--- src/rtl/unidade_load_store_pkg.sv ---
// Shared encodings for the load/store unit: access sizes, FSM states and
// the alignment rule used when a request is accepted.
package pacote_lsu;

  typedef enum logic [1:0] {
    TAM_BYTE = 2'b00,
    TAM_HALF = 2'b01,
    TAM_WORD = 2'b10,
    TAM_RESV = 2'b11
  } tamanho_e;

  typedef enum logic [1:0] {
    OCIOSO   = 2'b00,
    LER      = 2'b01,
    ESCREVER = 2'b10,
    FIM      = 2'b11
  } estado_e;

  // True when the size/offset pair cannot be served (reserved size included).
  function automatic logic desalinhado(input tamanho_e tam, input logic [1:0] off);
    logic r;
    case (tam)
      TAM_BYTE: r = 1'b0;
      TAM_HALF: r = off[0];
      TAM_WORD: r = (off != 2'b00);
      default:  r = 1'b1;
    endcase
    return r;
  endfunction

endpackage

--- src/rtl/unidade_load_store_alinhador.sv ---
// Combinational lane handling for sub-word accesses (little-endian):
// extracts and extends a lane for loads, merges store data into a word.
module alinhador_subpalavra
  import pacote_lsu::*;
(
  input  logic [31:0] palavra_i,
  input  logic [1:0]  offset_i,
  input  tamanho_e    tamanho_i,
  input  logic        sinal_i,
  input  logic [31:0] dado_i,
  output logic [31:0] extraido_o,
  output logic [31:0] mesclado_o
);

  logic [7:0]  byte_s;
  logic [15:0] meia_s;

  // Select the addressed lane and extend it to 32 bits for the load path.
  always_comb begin
    byte_s = 8'h00;
    meia_s = 16'h0000;
    case (offset_i)
      2'd0:    byte_s = palavra_i[7:0];
      2'd1:    byte_s = palavra_i[15:8];
      2'd2:    byte_s = palavra_i[23:16];
      2'd3:    byte_s = palavra_i[31:24];
      default: byte_s = 8'h00;
    endcase
    if (offset_i[1]) begin
      meia_s = palavra_i[31:16];
    end else begin
      meia_s = palavra_i[15:0];
    end
    case (tamanho_i)
      TAM_BYTE: extraido_o = {{24{sinal_i & byte_s[7]}}, byte_s};
      TAM_HALF: extraido_o = {{16{sinal_i & meia_s[15]}}, meia_s};
      TAM_WORD: extraido_o = palavra_i;
      default:  extraido_o = palavra_i;
    endcase
  end

  // Replace the addressed lane of the read word with the store data LSBs.
  always_comb begin
    mesclado_o = palavra_i;
    case (tamanho_i)
      TAM_BYTE: begin
        case (offset_i)
          2'd0:    mesclado_o[7:0]   = dado_i[7:0];
          2'd1:    mesclado_o[15:8]  = dado_i[7:0];
          2'd2:    mesclado_o[23:16] = dado_i[7:0];
          2'd3:    mesclado_o[31:24] = dado_i[7:0];
          default: mesclado_o = palavra_i;
        endcase
      end
      TAM_HALF: begin
        if (offset_i[1]) begin
          mesclado_o[31:16] = dado_i[15:0];
        end else begin
          mesclado_o[15:0] = dado_i[15:0];
        end
      end
      TAM_WORD: mesclado_o = dado_i;
      default:  mesclado_o = palavra_i;
    endcase
  end

endmodule

--- src/rtl/unidade_load_store.sv ---
// Load/store unit between EX and a word-addressed data memory.
// Byte-address requests become word accesses; sub-word stores use a
// read-modify-write; misaligned, reserved-size and out-of-range requests
// complete with erro and never touch memory.
module unidade_load_store
  import pacote_lsu::*;
#(
  parameter int MEM_SIZE = 150,
  parameter int ADDR_W   = 26
) (
  input  logic              clock,
  input  logic              reset,
  input  logic              req_valid,
  input  logic              req_escrita,
  input  logic [1:0]        req_tamanho,
  input  logic              req_sinal,
  input  logic [ADDR_W+1:0] req_endereco,
  input  logic [31:0]       req_dado,
  output logic              pronto,
  output logic              ocupado,
  output logic              erro,
  output logic [31:0]       dado_lido,
  output logic [ADDR_W-1:0] mem_endereco,
  output logic              mem_memWrite,
  output logic [31:0]       mem_dado_escrito,
  input  logic [31:0]       mem_dado_lido
);

  localparam logic [ADDR_W-1:0] MEM_LIMITE = ADDR_W'(MEM_SIZE);

  estado_e           estado_q, estado_d;
  logic              escrita_q, escrita_d;
  tamanho_e          tamanho_q, tamanho_d;
  logic              sinal_q, sinal_d;
  logic [1:0]        offset_q, offset_d;
  logic [31:0]       dado_q, dado_d;
  logic [ADDR_W-1:0] mem_endereco_q, mem_endereco_d;
  logic [31:0]       mem_dado_escrito_q, mem_dado_escrito_d;
  logic              mem_memWrite_q, mem_memWrite_d;
  logic              pronto_q, pronto_d;
  logic              ocupado_q, ocupado_d;
  logic              erro_q, erro_d;
  logic [31:0]       dado_lido_q, dado_lido_d;

  tamanho_e          tamanho_req_s;
  logic [ADDR_W-1:0] palavra_req_s;
  logic              erro_req_s;
  logic [31:0]       extraido_s;
  logic [31:0]       mesclado_s;

  assign tamanho_req_s = tamanho_e'(req_tamanho);
  assign palavra_req_s = req_endereco[ADDR_W+1:2];
  assign erro_req_s    = desalinhado(tamanho_req_s, req_endereco[1:0]) ||
                         (palavra_req_s >= MEM_LIMITE);

  alinhador_subpalavra u_alinhador (
    .palavra_i  (mem_dado_lido),
    .offset_i   (offset_q),
    .tamanho_i  (tamanho_q),
    .sinal_i    (sinal_q),
    .dado_i     (dado_q),
    .extraido_o (extraido_s),
    .mesclado_o (mesclado_s)
  );

  // Next state plus next values of the registered outputs, derived from the state being entered.
  always_comb begin
    estado_d           = estado_q;
    escrita_d          = escrita_q;
    tamanho_d          = tamanho_q;
    sinal_d            = sinal_q;
    offset_d           = offset_q;
    dado_d             = dado_q;
    mem_endereco_d     = mem_endereco_q;
    mem_dado_escrito_d = mem_dado_escrito_q;
    mem_memWrite_d     = 1'b0;
    erro_d             = 1'b0;
    dado_lido_d        = dado_lido_q;
    case (estado_q)
      OCIOSO: begin
        if (req_valid) begin
          escrita_d = req_escrita;
          tamanho_d = tamanho_req_s;
          sinal_d   = req_sinal;
          offset_d  = req_endereco[1:0];
          dado_d    = req_dado;
          if (erro_req_s) begin
            // Suppressed access: memory address and data keep their last values.
            estado_d = FIM;
            erro_d   = 1'b1;
          end else if (!req_escrita) begin
            estado_d       = LER;
            mem_endereco_d = palavra_req_s;
          end else if (tamanho_req_s == TAM_WORD) begin
            estado_d           = ESCREVER;
            mem_endereco_d     = palavra_req_s;
            mem_dado_escrito_d = req_dado;
            mem_memWrite_d     = 1'b1;
          end else begin
            estado_d       = LER;
            mem_endereco_d = palavra_req_s;
          end
        end else begin
          estado_d = OCIOSO;
        end
      end
      LER: begin
        if (escrita_q) begin
          // The read word is merged on the fly and held as the write buffer.
          estado_d           = ESCREVER;
          mem_dado_escrito_d = mesclado_s;
          mem_memWrite_d     = 1'b1;
        end else begin
          estado_d    = FIM;
          dado_lido_d = extraido_s;
        end
      end
      ESCREVER: estado_d = FIM;
      FIM:      estado_d = OCIOSO;
      default:  estado_d = OCIOSO;
    endcase
    pronto_d  = (estado_d == FIM);
    ocupado_d = (estado_d != OCIOSO);
  end

  // State, request latches and registered outputs with synchronous reset.
  always_ff @(posedge clock) begin
    if (reset) begin
      estado_q           <= OCIOSO;
      escrita_q          <= 1'b0;
      tamanho_q          <= TAM_BYTE;
      sinal_q            <= 1'b0;
      offset_q           <= 2'b00;
      dado_q             <= 32'h0000_0000;
      mem_endereco_q     <= '0;
      mem_dado_escrito_q <= 32'h0000_0000;
      mem_memWrite_q     <= 1'b0;
      pronto_q           <= 1'b0;
      ocupado_q          <= 1'b0;
      erro_q             <= 1'b0;
      dado_lido_q        <= 32'h0000_0000;
    end else begin
      estado_q           <= estado_d;
      escrita_q          <= escrita_d;
      tamanho_q          <= tamanho_d;
      sinal_q            <= sinal_d;
      offset_q           <= offset_d;
      dado_q             <= dado_d;
      mem_endereco_q     <= mem_endereco_d;
      mem_dado_escrito_q <= mem_dado_escrito_d;
      mem_memWrite_q     <= mem_memWrite_d;
      pronto_q           <= pronto_d;
      ocupado_q          <= ocupado_d;
      erro_q             <= erro_d;
      dado_lido_q        <= dado_lido_d;
    end
  end

  // A reset raised during the write cycle cancels the strobe before the memory edge.
  assign mem_memWrite     = mem_memWrite_q & ~reset;
  assign mem_endereco     = mem_endereco_q;
  assign mem_dado_escrito = mem_dado_escrito_q;
  assign pronto           = pronto_q;
  assign ocupado          = ocupado_q;
  assign erro             = erro_q;
  assign dado_lido        = dado_lido_q;

endmodule

--- config.mk ---
export PLATFORM = sky130hd
export DESIGN_NAME = unidade_load_store
export DESIGN_NICKNAME = d
export VERILOG_FILES = /design/src/rtl/unidade_load_store_pkg.sv /design/src/rtl/unidade_load_store_alinhador.sv /design/src/rtl/unidade_load_store.sv
export SDC_FILE = /design/constraint.sdc
export NUM_CORES = 1
export LEC_CHECK = 0
export BUFFER_PORTS_ARGS = -buffer_cell sky130_fd_sc_hd__buf_4
export CORE_ASPECT_RATIO = 1.1
export CORE_UTILIZATION = 56
export CTS_CLUSTER_DIAMETER = 30
export CTS_CLUSTER_SIZE = 28
export DETAILED_ROUTE_END_ITERATION = 12
export PLACE_DENSITY = 0.89
export SETUP_SLACK_MARGIN = 0.05
export SYNTH_ARGS = -nofsm -noshare
export SYNTH_HDL_FRONTEND = slang
export SYNTH_SLANG_ARGS = --single-unit
--- constraint.sdc ---
create_clock -name clock -period 4.7 [get_ports clock]
set_input_delay 0.235 -clock clock [delete_from_list [all_inputs] [get_ports clock]]
set_output_delay 0.235 -clock clock [all_outputs]
set_load 0.01 [all_outputs]
==> metrics.yaml, run 1 <==
outcome:
  status: "complete, no violations"
detailed_routing:
  detail_route.wl_per_cell_microns: 19.25
  drt_iter0_drc: 1028
  remaining_drc_errors: 0
  routed_via_density: 6.263
  ant_nets: 0
  finalWirelength_mm: 22.14
  dr.pass1.iters: 7
  via_count: 7202
global_routing:
  antenna_found_initial: 0
  grt_max_degree: 94
  grt_pass1_wl_mm: 34.73
  track_usage_pct: 36.40
  gr-total-overflow: 0
  grt_pass1_vias: 6676
power:
  swShare_pct: 30.71
  clockPowerShare_pct: 40.3
  pwr-share-comb_pct: 21.8
  seqPwrFrac_pct: 37.9
  ir_worst_vdd_v: 0.0002580
  p_switching_mw: 1.042
  power.density_mw_per_mm2: 389.4
  p_leak_nw: 3.863
  intPower_mw: 2.350
timing:
  finalSetupTns_ns: 0
  rsz0062_at_grt: "no"
  finalSetupViolCount: 0
  drv_slew: 0
  hold_viol: 0
  finalCritPeriodShare_pct: 55.26
  period_needed_ns: 2.597
  worst_pin_slew_ns: 1.046
  max_slew_margin_pct: 30.29
  skew_ns: 0.007547
  clock.fmax_ghz: 0.3851
setup_path:
  startpoint_type: "register"
  arrival_ns: 2.94
  crit_fanout: 14
  crit_required_ns: 5.04
  critPathKind: "reg2reg"
  endpoint_kind: "register"
finish:
  utilization_pct: 75.46
  drive_above_1_share_pct: 25.60
  fillers: 869
  fin_nets: 1089
  diodes: 0
  syn2layout_area_growth_pct: 30.38
die:
  die_x_microns: 106.1
  initial_core_util_pct: 57.88
  core-area_sq_mm: 0.01154
  fp.dieH_microns: 116.6
  rows: 41
  io_pins: 193
  die_area_sq_mm: 0.01237
placed_design:
  hpwlAfterDp_mm: 14.98
  place.gp.congestion: 0.9657
  numPortBuffers: 192
clocking:
  cts_buffer_depth: 2
  cts.repair.resized: 0
  cts-root-buf: "clkbuf_16"
  insertion_delay_ns: 0.42
  ctsHtreeMaxLevel: 4
  tritoncts: "done"
  cts.sinks: 134
  clk_pin_slew_ns: 0.06
  cts_buffers: 17
logic_synthesis:
  synth_cell_types: 53
  synth_top_area_cell: "dfxtp_1"
  syn_nets: 938
  synth_area_sq_mm: 0.006680
  ys_seq_area_share_pct: 40.16
  syn_inst: 836
  synth_top_area_share_pct: 40.16
  yosysMostFrequentCell: "nand2_1"
  synth.avg_cell_area_sq_um: 7.991
  async_flop_share_pct: 0
  yosysWarnings: 0
  ys_ff_latch: 134
  synth_edf_count: 0
  synth_area_leaders: "dfxtp_1 (40%), nand2_1 (10%), a21oi_1 (7.4%)"
  synthFlopType: "dfxtp_1"
  synth_common_cells: "nand2_1 (182), dfxtp_1 (134), a21oi_1 (99)"
worst_hold_path:
  hold_path.class: "in2reg"
flow_run:
  maxCapViolations: 0
-- cells by family (layout without fill, tap and decap cells) --
logic type | after synthesis | in the layout | synth area share [%]
AOI/OAI and AO/OA | 269 | 269 | 26.58
adders and majority gates | 3 | 3 | 0.5620
buffers and inverters | 81 | 245 | 5.113
DFF | 134 | 134 | 40.16
muxes | 41 | 41 | 6.911
and+or+nand+nor | 308 | 308 | 20.68
-- power groups by stage --
stage | logic (mW) | registers (mW) | clock network, mW
final | 0.740 | 1.28 | 1.37
after floorplan | 0.432 | 1.30 | 0
after global placement | 0.701 | 1.30 | 0
after global routing | 0.800 | 1.29 | 1.43
after detailed placement | 0.713 | 1.30 | 0
after CTS | 0.722 | 1.28 | 1.37
-- flip-flops by register name (all words and copies together) (netlist names), 2 cells and up --
name              cells
dado_lido            32
mem_endereco         26
tamanho_q             2
dado_q               32
estado_q              2
offset_q              2
mem_dado_escrito     32
-- layout by cell type, fill, tap and decap left out, types with 4 or more instances in the layout --
cell	instances
o221ai_1	7
a22o_1	8
a31oi_1	13
buf_4	204
nor2b_1	22
a41o_1	8
a21oi_1	99
inv_1	6
o21ai_0	42
nor3_1	11
a211o_1	14
o211ai_1	7
a221oi_1	17
inv_6	4
nand3_1	14
dfxtp_1	134
o2111ai_1	8
mux2_4	7
a211oi_1	7
mux2i_1	30
clkbuf_16	17
a22oi_1	8
o22a_1	9
nand2b_1	4
nand2_1	181
or3_1	9
a21o_1	6
and2_1	19
nor2_1	31
-- cell type report --
class                   instances  area, sq um  share of cell area, %
repair buffers                205         1541                  17.70
well taps                     150        187.7                  2.155
clock inverters                14        175.2                  2.011
multi-input cells             621         3664                  42.06
flip-flops and latches        134         2683                  30.80
inverters                       8        30.03                 0.3448
clock buffers                  18        429.2                  4.927
-- path summary, 6_finish.rpt --
path | slack, ns | endpoint | start | depth (start not counted)
setup / recovery | 2.10 | mem_dado_escrito[14]$_SDFFE_PP0P_ | offset_q[0]$_SDFFE_PP0P_ | 5
hold / removal | 0.05 | mem_endereco[0]$_SDFFE_PP0P_ | req_endereco[2] | 2
setup reg to reg | 2.10 | mem_dado_escrito[14]$_SDFFE_PP0P_ | offset_q[0]$_SDFFE_PP0P_ | 5
hold reg to reg | 0.46 | dado_lido[2]$_SDFFE_PP0P_ | dado_lido[2]$_SDFFE_PP0P_ | 2
-- what timing repair did --
action	4_1_cts	5_1_grt
buffers inserted	0	0
hold endpoints to repair	1	0
hold buffers	1	0
-- worst max-delay path, stage by stage, from the launching register on --
cell	delay (ns)
dfxtp_1	0.60
nand2b_1	0.39
nor3_1	0.87
a221oi_1	0.21
a211o_1	0.31
mux2i_1	0.13
-- per-stage QoR --
step           cell area [sq um]  power, mW  cells  worst slack (ns)  hold WS, ns
5_1_grt                     8710      3.516   1150             2.028      0.05194
3_3_place_gp                8095      2.001   1117             2.335       0.4183
2_1_floorplan               6680      1.734    836             2.823       0.3710
4_1_cts                     8710      3.377   1150             2.247      0.04793
6_report                    8710      3.392   1150             2.103      0.05031
3_5_place_dp                8095      2.016   1117             2.248       0.4230
-- per-layer routing --
layer / GRT usage (%) / vias to the layer above / wire, microns / part of all wire, %
met5: 0 / - / 0 / 0
met4: 21.76 / 0 / 1144 / 5.2
met3: 9.989 / 82 / 2804 / 13
met2: 57.32 / 562 / 9883 / 45
met1: 44.75 / 3255 / 8307 / 38
li1: - / 3303 / - / -
Note: power is estimated with default switching activity, not from simulation.
==> run 2, diff against run 1 <==
CORE_UTILIZATION = 47   (was 56)
PLACE_DENSITY = 0.8   (was 0.89)
clock period = 2.3 ns   (was 4.7 ns; I/O delays follow)
==> run 2 against run 1 <==
Via count is 3.1% higher; combinational power is 120% higher; clock power is 120% higher; critical path type unchanged; clock skew is 0.00061 ns higher; cell area is 9.8% higher; global-route usage is 5.0 points lower; critical path depth stayed put; worst setup slack worse by 1.9 ns; largest cell class unchanged; first-iteration DRC count is 18% lower.
==> metrics.yaml, run 2 (synthesis results as in run 1) <==
power:
  intPower_mw: 5.230  # +120%
  power.density_mw_per_mm2: 766.4  # +97%
  clockPowerShare_pct: 41.7  # +1.4 points
  ir_worst_vdd_v: 0.0006148  # +140%
  p_switching_mw: 2.099  # +100%
  p_leak_nw: 4.238  # +9.7%
  seqPwrFrac_pct: 35.7  # -2.2 points
  swShare_pct: 28.64  # -2.1 points
  pwr-share-comb_pct: 22.5  # +0.7 points
flow_run:
  maxCapViolations: 0  # unchanged
global_routing:
  grt_max_degree: 95  # +1.1%
  gr-total-overflow: 0  # unchanged
  grt_pass1_vias: 6967  # +4.4%
  grt_pass1_wl_mm: 35.76  # +2.9%
  antenna_found_initial: 0  # unchanged
  track_usage_pct: 31.44  # -5.0 points
clocking:
  cts.sinks: 134  # unchanged
  ctsHtreeMaxLevel: 4  # unchanged
  cts-root-buf: "clkbuf_16"
  tritoncts: "done"
  clk_pin_slew_ns: 0.06  # about the same
  cts_buffers: 17  # unchanged
  insertion_delay_ns: 0.42  # about the same
  cts_buffer_depth: 2  # unchanged
detailed_routing:
  dr.pass1.iters: 5  # -2
  detail_route.wl_per_cell_microns: 18.26  # -5.2%
  drt_iter0_drc: 841  # -18%
  ant_nets: 0  # unchanged
  finalWirelength_mm: 23.08  # +4.2%
  routed_via_density: 5.873  # -6.2%
  via_count: 7423  # +3.1%
  remaining_drc_errors: 0  # unchanged
placed_design:
  hpwlAfterDp_mm: 15.37  # +2.6%
  place.gp.congestion: 0.9492  # -1.7%
  numPortBuffers: 192  # unchanged
  placedInstanceArea_sq_mm: 0.008308  # +2.6%
timing:
  finalCritPeriodShare_pct: 91.92  # +37 points
  period_needed_ns: 2.114  # -0.4829 ns
  skew_ns: 0.008154  # +0.0006070 ns
  finalSetupTns_ns: 0  # unchanged
  drv_slew: 0  # unchanged
  max_slew_margin_pct: 60.79  # +31 points
  finalSetupViolCount: 0  # unchanged
  worst_pin_slew_ns: 0.5842  # -0.4615 ns
  rsz0062_at_grt: "no"
  clock.fmax_ghz: 0.4730  # +23%
  hold_viol: 0  # unchanged
finish:
  fin_area_sq_mm: 0.009562  # +9.8%
  register_area_sq_mm: 0.002683  # unchanged
  fillers: 1090  # +25%
  final_cell_mix: "buf_4 (220), nand2_1 (182), dfxtp_1 (134)"
  final_common_cell: "buf_4"
  syn2layout_area_growth_pct: 43.14
  diodes: 0  # unchanged
  utilization_pct: 69.03  # -6.4 points
  drive_above_1_share_pct: 25.37  # -0.23 points
  multi_input_area_sq_mm: 0.003669  # +0.14%
  fin_nets: 1165  # +7.0%
outcome:
  status: "complete, no violations"
die:
  die_area_sq_mm: 0.01469  # +19%
  initial_core_util_pct: 48.23  # -9.6 points
  io_pins: 193  # unchanged
  fp.dieH_microns: 127.0  # +9.0%
  core-area_sq_mm: 0.01385  # +20%
  die_x_microns: 115.7  # +9.0%
  rows: 45  # +9.8%
setup_path:
  arrival_ns: 2.42  # -0.52 ns
  critPathKind: "reg2reg"
  crit_buf_inv: 0  # unchanged
  endpoint_kind: "register"
  startpoint_type: "register"
  cp_slowest_cell: "nor2b_1"
  crit_chain: "nor2b_1, o21ai_1, o2111ai_1, a21oi_1, mux2_4"
  crit_fanout: 8  # -6
  crit_family: "compound AO/OA/AOI/OAI gates"
  crit_required_ns: 2.61  # -2.43 ns
  critPathMaxStageDelay_ns: 0.51  # -0.36 ns
worst_hold_path:
  hold_path.class: "in2reg"
-- run 2: cell count changes in the layout (fill, tap and decap cells not counted), sizes merged --
cell         delta
buf            +19
bufinv          +3
clkinv          +2
inv             -4
dlygate4sd3    +57
clkbuf          +1
clkinvlp        -2
-- run 2: power by group through the flow --
stage / clock, mW / sequential (mW) / combinational (mW)
after global placement: 0 / 2.65 / 1.50
after global routing: 3.19 / 2.63 / 1.79
final: 3.06 / 2.62 / 1.65
after detailed placement: 0 / 2.66 / 1.52
after floorplan: 0 / 2.66 / 0.883
after CTS: 3.07 / 2.61 / 1.61
-- run 2: path summary, 6_finish.rpt --
kind,from,to,slack [ns],depth (start not counted)
worst max register to register,offset_q[0]$_SDFFE_PP0P_,mem_dado_escrito[2]$_SDFFE_PP0P_,0.19,5
worst min-delay path,mem_dado_lido[26],dado_lido[26]$_SDFFE_PP0P_,0.01,3
worst max-delay path,offset_q[0]$_SDFFE_PP0P_,mem_dado_escrito[2]$_SDFFE_PP0P_,0.19,5
worst min register to register,dado_lido[0]$_SDFFE_PP0P_,dado_lido[0]$_SDFFE_PP0P_,0.46,2
-- run 2: cell type report --
cell class	instances	share of cell area (%)
flip-flops and latches	134	28.06
repair buffers	281	23.88
inverters	8	0.3141
clock inverters	13	2.395
clock buffers	19	4.528
well taps	188	2.460
multi-input cells	621	38.37
-- run 2: per-stage QoR --
step / power, mW / setup slack, ns / instances / hold WS (ns)
after global placement: 4.156 / 0.2455 / 1174 / 0.3625
after global routing: 7.608 / 0.06965 / 1264 / 0.008033
after detailed placement: 4.181 / 0.1880 / 1174 / 0.3708
final: 7.329 / 0.1859 / 1264 / 0.01353
after CTS: 7.294 / 0.05941 / 1264 / 0.004616
after floorplan: 3.544 / 0.4232 / 836 / 0.2510
-- run 2: timing repair --
action                     CTS  global route
buffers inserted             0             0
setup endpoints to repair    0            20
hold buffers                58             0
resized for setup            0             2
hold endpoints to repair    58             0
-- run 2: worst register-to-register path: stages, from the launching register on --
cell,delay (ns)
dfxtp_1,0.42
nor2b_1,0.51
o21ai_1,0.32
o2111ai_1,0.32
a21oi_1,0.13
mux2_4,0.29
-- run 2: routing by layer --
metal	vias up	track usage (%)	part of all wire [%]	wire length, microns
li1	3448	-	-	-
met2	466	50.55	47	10790
met5	-	0	0	0
met3	88	8.871	10	2392
met1	3421	38.47	39	8919
met4	0	15.46	4.2	972
